===== src/rtl/wb_crc_dma_pkg.sv =====
// Shared types and constants for the Wishbone CRC feeder DMA.
package wb_crc_dma_pkg;

  typedef enum logic [2:0] {
    IDLE, RD_SRC, GAP1, WR_CRC, GAP2, RD_RES, DONE, ERR
  } dma_state_e;

  localparam logic [2:0]  CTI_CLASSIC      = 3'b000;
  localparam logic [3:0]  SEL_ALL          = 4'hF;
  localparam logic [31:0] CRC_DATA_ADR_DEF = 32'h0000_0000;
  localparam logic [31:0] CRC_RES_ADR_DEF  = 32'h0008_0004;

endpackage


===== src/rtl/wb_single_xfer.sv =====
// One classic Wishbone transfer with a bounded wait for ack/err.
module wb_single_xfer
  import wb_crc_dma_pkg::*;
#(
  parameter int AW      = 32,
  parameter int DW      = 32,
  parameter int TIMEOUT = 255
) (
  input  logic          wb_clk,
  input  logic          wb_rst,
  input  logic          req,
  input  logic          we,
  input  logic [AW-1:0] adr,
  input  logic [DW-1:0] dat,
  output logic          ok,
  output logic          fail,
  output logic [DW-1:0] rdata,
  output logic [AW-1:0] wb_adr_o,
  output logic [DW-1:0] wb_dat_o,
  output logic [3:0]    wb_sel_o,
  output logic          wb_we_o,
  output logic          wb_cyc_o,
  output logic          wb_stb_o,
  input  logic [DW-1:0] wb_dat_i,
  input  logic          wb_ack_i,
  input  logic          wb_err_i
);

  localparam int CW = $clog2(TIMEOUT + 1);

  logic [CW-1:0] wait_cnt;
  logic          timed_out;

  // Last permitted stb cycle: stb is held for exactly TIMEOUT cycles without ack.
  assign timed_out = (wait_cnt == CW'(TIMEOUT - 1));
  assign ok        = wb_cyc_o & wb_ack_i & ~wb_err_i;
  assign fail      = wb_cyc_o & (wb_err_i | (~wb_ack_i & timed_out));
  assign rdata     = wb_dat_i;

  always_ff @(posedge wb_clk or negedge wb_rst) begin
    if (!wb_rst) begin
      wb_adr_o <= '0;
      wb_dat_o <= '0;
      wb_sel_o <= '0;
      wb_we_o  <= 1'b0;
      wb_cyc_o <= 1'b0;
      wb_stb_o <= 1'b0;
      wait_cnt <= '0;
    end else if (!wb_cyc_o) begin
      if (req) begin
        wb_adr_o <= adr;
        wb_dat_o <= dat;
        wb_we_o  <= we;
        wb_sel_o <= SEL_ALL;
        wb_cyc_o <= 1'b1;
        wb_stb_o <= 1'b1;
        wait_cnt <= '0;
      end
    end else if (ok || fail) begin
      wb_cyc_o <= 1'b0;
      wb_stb_o <= 1'b0;
      wb_sel_o <= '0;
    end else begin
      wait_cnt <= wait_cnt + CW'(1);
    end
  end

endmodule


===== src/rtl/wb_crc_dma.sv =====
// Wishbone master that streams LEN words from memory into the CRC engine
// and latches the engine's result.
module wb_crc_dma
  import wb_crc_dma_pkg::*;
#(
  parameter int            AW           = 32,
  parameter int            DW           = 32,
  parameter int            LEN_W        = 16,
  parameter logic [AW-1:0] CRC_DATA_ADR = AW'(CRC_DATA_ADR_DEF),
  parameter logic [AW-1:0] CRC_RES_ADR  = AW'(CRC_RES_ADR_DEF),
  parameter int            TIMEOUT      = 255
) (
  input  logic             wb_clk,
  input  logic             wb_rst,
  input  logic             start_i,
  input  logic [AW-1:0]    src_adr_i,
  input  logic [LEN_W-1:0] len_i,
  output logic             busy_o,
  output logic             done_o,
  output logic             err_o,
  output logic [31:0]      crc_o,
  output logic [LEN_W-1:0] words_o,
  output logic [AW-1:0]    wb_adr_o,
  output logic [DW-1:0]    wb_dat_o,
  output logic [3:0]       wb_sel_o,
  output logic             wb_we_o,
  output logic             wb_cyc_o,
  output logic             wb_stb_o,
  output logic [2:0]       wb_cti_o,
  input  logic [DW-1:0]    wb_dat_i,
  input  logic             wb_ack_i,
  input  logic             wb_err_i
);

  dma_state_e       state;
  logic [AW-1:0]    ptr, start_ptr;
  logic [LEN_W-1:0] remaining;
  logic [DW-1:0]    word_q;

  logic             req, req_we, ok, fail;
  logic [AW-1:0]    req_adr;
  logic [DW-1:0]    rdata;

  assign start_ptr = src_adr_i & ~AW'(3);
  assign wb_cti_o  = CTI_CLASSIC;

  // Launch the next transfer on the edge that enters its bus state, so
  // cyc/stb come up together with the state and stay registered.
  always_comb begin
    req     = 1'b0;
    req_we  = 1'b0;
    req_adr = CRC_RES_ADR;
    case (state)
      IDLE: begin
        req = start_i;
        if (len_i != '0) req_adr = start_ptr;
      end
      GAP1: begin
        req     = 1'b1;
        req_we  = 1'b1;
        req_adr = CRC_DATA_ADR;
      end
      GAP2: begin
        req = 1'b1;
        if (remaining != '0) req_adr = ptr;
      end
      default: ;
    endcase
  end

  wb_single_xfer #(.AW(AW), .DW(DW), .TIMEOUT(TIMEOUT)) u_xfer (
    .wb_clk  (wb_clk),
    .wb_rst  (wb_rst),
    .req     (req),
    .we      (req_we),
    .adr     (req_adr),
    .dat     (word_q),
    .ok      (ok),
    .fail    (fail),
    .rdata   (rdata),
    .wb_adr_o(wb_adr_o),
    .wb_dat_o(wb_dat_o),
    .wb_sel_o(wb_sel_o),
    .wb_we_o (wb_we_o),
    .wb_cyc_o(wb_cyc_o),
    .wb_stb_o(wb_stb_o),
    .wb_dat_i(wb_dat_i),
    .wb_ack_i(wb_ack_i),
    .wb_err_i(wb_err_i)
  );

  always_ff @(posedge wb_clk or negedge wb_rst) begin
    if (!wb_rst) begin
      state     <= IDLE;
      ptr       <= '0;
      remaining <= '0;
      word_q    <= '0;
      busy_o    <= 1'b0;
      done_o    <= 1'b0;
      err_o     <= 1'b0;
      crc_o     <= '0;
      words_o   <= '0;
    end else begin
      done_o <= 1'b0;
      case (state)
        IDLE: if (start_i) begin
          ptr       <= start_ptr;
          remaining <= len_i;
          err_o     <= 1'b0;
          words_o   <= '0;
          busy_o    <= 1'b1;
          state     <= (len_i != '0) ? RD_SRC : RD_RES;
        end
        RD_SRC: if (fail) begin
          state <= ERR; err_o <= 1'b1; done_o <= 1'b1; busy_o <= 1'b0;
        end else if (ok) begin
          word_q <= rdata;
          ptr    <= ptr + AW'(4);
          state  <= GAP1;
        end
        GAP1: state <= WR_CRC;
        WR_CRC: if (fail) begin
          state <= ERR; err_o <= 1'b1; done_o <= 1'b1; busy_o <= 1'b0;
        end else if (ok) begin
          words_o   <= words_o + LEN_W'(1);
          remaining <= remaining - LEN_W'(1);
          state     <= GAP2;
        end
        GAP2: state <= (remaining != '0) ? RD_SRC : RD_RES;
        RD_RES: if (fail) begin
          state <= ERR; err_o <= 1'b1; done_o <= 1'b1; busy_o <= 1'b0;
        end else if (ok) begin
          crc_o  <= rdata[31:0];
          state  <= DONE;
          done_o <= 1'b1;
          busy_o <= 1'b0;
        end
        // done_o/busy_o were set on entry; DONE and ERR just return home.
        DONE:    state <= IDLE;
        ERR:     state <= IDLE;
        default: state <= IDLE;
      endcase
    end
  end

endmodule


===== config.mk =====
export PLATFORM = sky130hd
export DESIGN_NAME = wb_crc_dma
export DESIGN_NICKNAME = d
export VERILOG_FILES = /design/src/rtl/wb_crc_dma_pkg.sv /design/src/rtl/wb_single_xfer.sv /design/src/rtl/wb_crc_dma.sv
export SDC_FILE = /design/constraint.sdc
export NUM_CORES = 1
export LEC_CHECK = 0
export ABC_AREA = 1
export BUFFER_PORTS_ARGS = -buffer_cell sky130_fd_sc_hd__buf_2
export CAP_MARGIN = 20
export CELL_PAD_IN_SITES_DETAIL_PLACEMENT = 0
export CELL_PAD_IN_SITES_GLOBAL_PLACEMENT = 1
export CORE_MARGIN = 3
export CORE_UTILIZATION = 46
export CTS_CLUSTER_DIAMETER = 40
export CTS_CLUSTER_SIZE = 16
export DETAILED_ROUTE_END_ITERATION = 12
export GPL_TIMING_DRIVEN = 0
export PLACE_DENSITY = 0.94
export SLEW_MARGIN = 30
export SYNTH_ARGS = -nofsm -noshare
export SYNTH_HDL_FRONTEND = slang
export SYNTH_HIERARCHICAL = 1
export SYNTH_SLANG_ARGS = --single-unit
export TNS_END_PERCENT = 30

===== constraint.sdc =====
create_clock -name wb_clk -period 3.3 [get_ports wb_clk]
set_clock_uncertainty 0.15 [all_clocks]
set_input_delay 0.495 -clock wb_clk [delete_from_list [all_inputs] [get_ports wb_clk]]
set_output_delay 0.495 -clock wb_clk [all_outputs]
set_load 0.01 [all_outputs]

==> flow_summary.ini <==
[timing]
fmax_ghz = 0.3777
relSlewSlack_pct = 49.45
slew_viol_final = 0
worst_pin_slew_ns = 0.7582
hold_viol = 0
rsz0062_at_grt = no
fin_crit_sh_pct = 80.24
layout_min_cycle_time_ns = 2.648
setup-violations-final = 0

[clock_network]
post_cts_buffers = 0
clock_path_buffers = 3
cts-root-buf = clkbuf_16
clk_latency_ns = 0.51
numCtsBuffers = 34
htreeDepth = 2
cts_resized = 0
clock-sinks = 207
tritoncts = done
hold_buffers = 1
clk_pin_slew_ns = 0.06

[floorplanning]
io_pins = 210
core_area_mm2 = 0.02382
die_area_mm2 = 0.02659
fp.dieW_um = 163.1
initial_utilization_pct = 47.64
die_h_um = 163.1
num_rows = 56

[power]
pwr_density_cell_mw_per_mm2 = 934.2
ir_drop_mv = 0.4964
p_leak_nw = 7.093

[worst_setup_path]
start_kind = flop
critPathTopFamily = simple AND/OR/NAND/NOR gates
worst-path-buf-inv = 4
cp_max_fo = 10
critical_path_arrival_ns = 2.88
worstPathCellList = inv_1 -> ha_1 -> nand2_1 -> nor2_1 -> nand2_1 -> nand2_1 -> nand2_1 -> inv_1 -> inv_1 -> nand2_1 -> nor2_2 -> buf_6 -> mux2_2
r2r-end = word_q[29]$_DFFE_PN0P_
critPathMaxStageDelay_ns = 0.41
worstSetupEndpointType = flop
cp_slowest_cell = dfrtp_1
cp.required_ns = 3.53
crit_type = reg2reg
worst-r2r-cell-count = 13
crit_cells = 13
ff2ff_setup_slack_ns = 0.65
reg2reg_from = u_xfer/wait_cnt[0]$_DFFE_PN0P_
path_common_cell = nand2_1

[route]
drt-total-wl_um = 31480
wire_per_inst_um = 17.17
dr.pass1.iters = 5
drtIter0Drc = 813
vias = 9581
postRouteAntennaNets = 0
drc = 0
avgViaCountPerCell = 5.227

[global_routing]
antenna_found_initial = 0
met3_usage_pct = 4.032
track_usage_pct = 23.47
grt_busiest_layer = met2
use_met2_pct = 37.99
grt_max_degree = 86
grt_overflow = 0
use_met1_pct = 31.74
grt_pass1_wl_um = 49820
grt_pass1_vias = 9383

[layout]
seq_area_mm2 = 0.005180
design_area_mm2 = 0.01379
fillCellCount = 2150
n_antenna_cell = 0
final_core_util_pct = 57.88
multiInputGateArea_mm2 = 0.005201
area_delta_synth_final_pct = 21.49
layout.nets = 1585
layout-drive-gt1-share_pct = 29.72

[yosys]
synthTopCellsByArea = dfrtp_1 (46%), nand2_1 (11%), mux2_2 (6.5%)
synth_seq_area_share_pct = 45.64
synthTopCellsByCount = nand2_1 (333), dfrtp_1 (207), nand3_1 (145)
yosysMostFrequentCell = nand2_1
synth_top_area_cell = dfrtp_1
synth-seq-cells = 207
synth_cells = 1280
synth-edff-count = 0
postSynthAreaPerCell_um2 = 8.867
synth_cell_types = 47
netlist.area_leader.share_pct = 45.64
synth-async-reset-ratio_pct = 100.0
synth.cell_area_mm2 = 0.01135
ys_warn_count = 6
dominantRegCellSynth = dfrtp_1

[worst_hold_path]
hp-class = in2reg
min_from = wb_dat_i[27]
holdPathEnd = crc_o[27]$_DFFE_PN0P_
hold_depth = 2

[place]
hpwl_um = 23090
io_buffers = 172
globalplace.congestion = 0.9630
place_area_mm2 = 0.01269

[flow_run]
cap_violations = 0

[run_status]
status = finished, final reports clean
how the worst max path moves through the flow:
stage               slack (ns)                           start                              end
global placement         -1.96                          wb_rst               ptr[8]$_DFFE_PN0P_
global route              0.46  u_xfer/wait_cnt[0]$_DFFE_PN0P_            word_q[1]$_DFFE_PN0P_
detailed placement        0.64                       len_i[12]  u_xfer/wb_adr_o[24]$_DFFE_PN0P_
floorplan                 1.09  u_xfer/wait_cnt[0]$_DFFE_PN0P_           word_q[18]$_DFFE_PN0P_
CTS                       0.65  u_xfer/wait_cnt[0]$_DFFE_PN0P_           word_q[29]$_DFFE_PN0P_
finish                    0.65  u_xfer/wait_cnt[0]$_DFFE_PN0P_           word_q[29]$_DFFE_PN0P_
cells in the final DEF (no fill, tap or decap), drive strengths merged, types with 9 or more instances in the layout:
master	n
or2	9
nand2	338
dfrtp	207
inv	92
nor2	125
nand4	20
buf	252
o21ai	54
a21oi	20
o21a	15
clkbuf	50
nand3	148
mux2	129
area by class of cell:
type	count	area share, %
multi-input combinational	902	37.72
timing repair buffer	175	6.788
sequential	207	37.57
clock buffer	42	7.069
clock inverter	13	0.8258
tap	319	2.895
buffer	86	4.710
inverter	89	2.423
state kept, by name (all words and copies together), names as in the netlist:
register and flops:
state 3, u_xfer/wb_sel_o 1, done_o 1, u_xfer/wait_cnt 8, remaining 16, err_o 1
word_q 32, u_xfer/wb_adr_o 32, u_xfer/wb_we_o 1, u_xfer/wb_dat_o 32, words_o 16, u_xfer/wb_cyc_o 1
busy_o 1, ptr 30, crc_o 32
stage by stage:
| stage | setup WS [ns] | hold slack, ns | std cells | total power (W) | setup TNS, ns |
|---|---|---|---|---|---|
| after floorplan | 1.088 | 0.04941 | 1284 | 0.007835 | 0 |
| after global placement | -1.963 | 0.3116 | 1775 | 0.009331 | -403.06 |
| after detailed placement | 0.6438 | 0.3192 | 1777 | 0.009516 | 0 |
| after CTS | 0.6496 | 0.04464 | 1833 | 0.01298 | 0 |
| after global routing | 0.4635 | 0.05903 | 1833 | 0.01375 | 0 |
| final | 0.6522 | 0.07169 | 1833 | 0.01288 | 0 |
cell families after synthesis:
family | after synthesis | synth area share, %
compound gates | 101 | 5.115
xor+xnor | 13 | 1.003
fa+ha+maj | 5 | 0.5512
buf+inv | 175 | 8.665
flops | 207 | 45.64
mux | 129 | 14.12
other cells | 1 | 0.03304
simple gates | 649 | 24.87
report_power, final:
part	switching [W]	internal [W]	total, W	leakage (nW)
Clock	0.00122	0.00216	0.00338	0.536
Sequential	0.000763	0.00347	0.00423	2.70
Combinational	0.00296	0.00230	0.00527	3.86
per-layer routing:
| metal | share of wire [%] | vias up | routed length [µm] |
|---|---|---|---|
| met5 | 0 | - | 0 |
| met2 | 46 | 364 | 14330 |
| li1 | - | 4618 | - |
| met3 | 6.9 | 69 | 2178 |
| met1 | 44 | 4530 | 13900 |
| met4 | 3.4 | 0 | 1066 |
(Power assumes the default switching activity.)
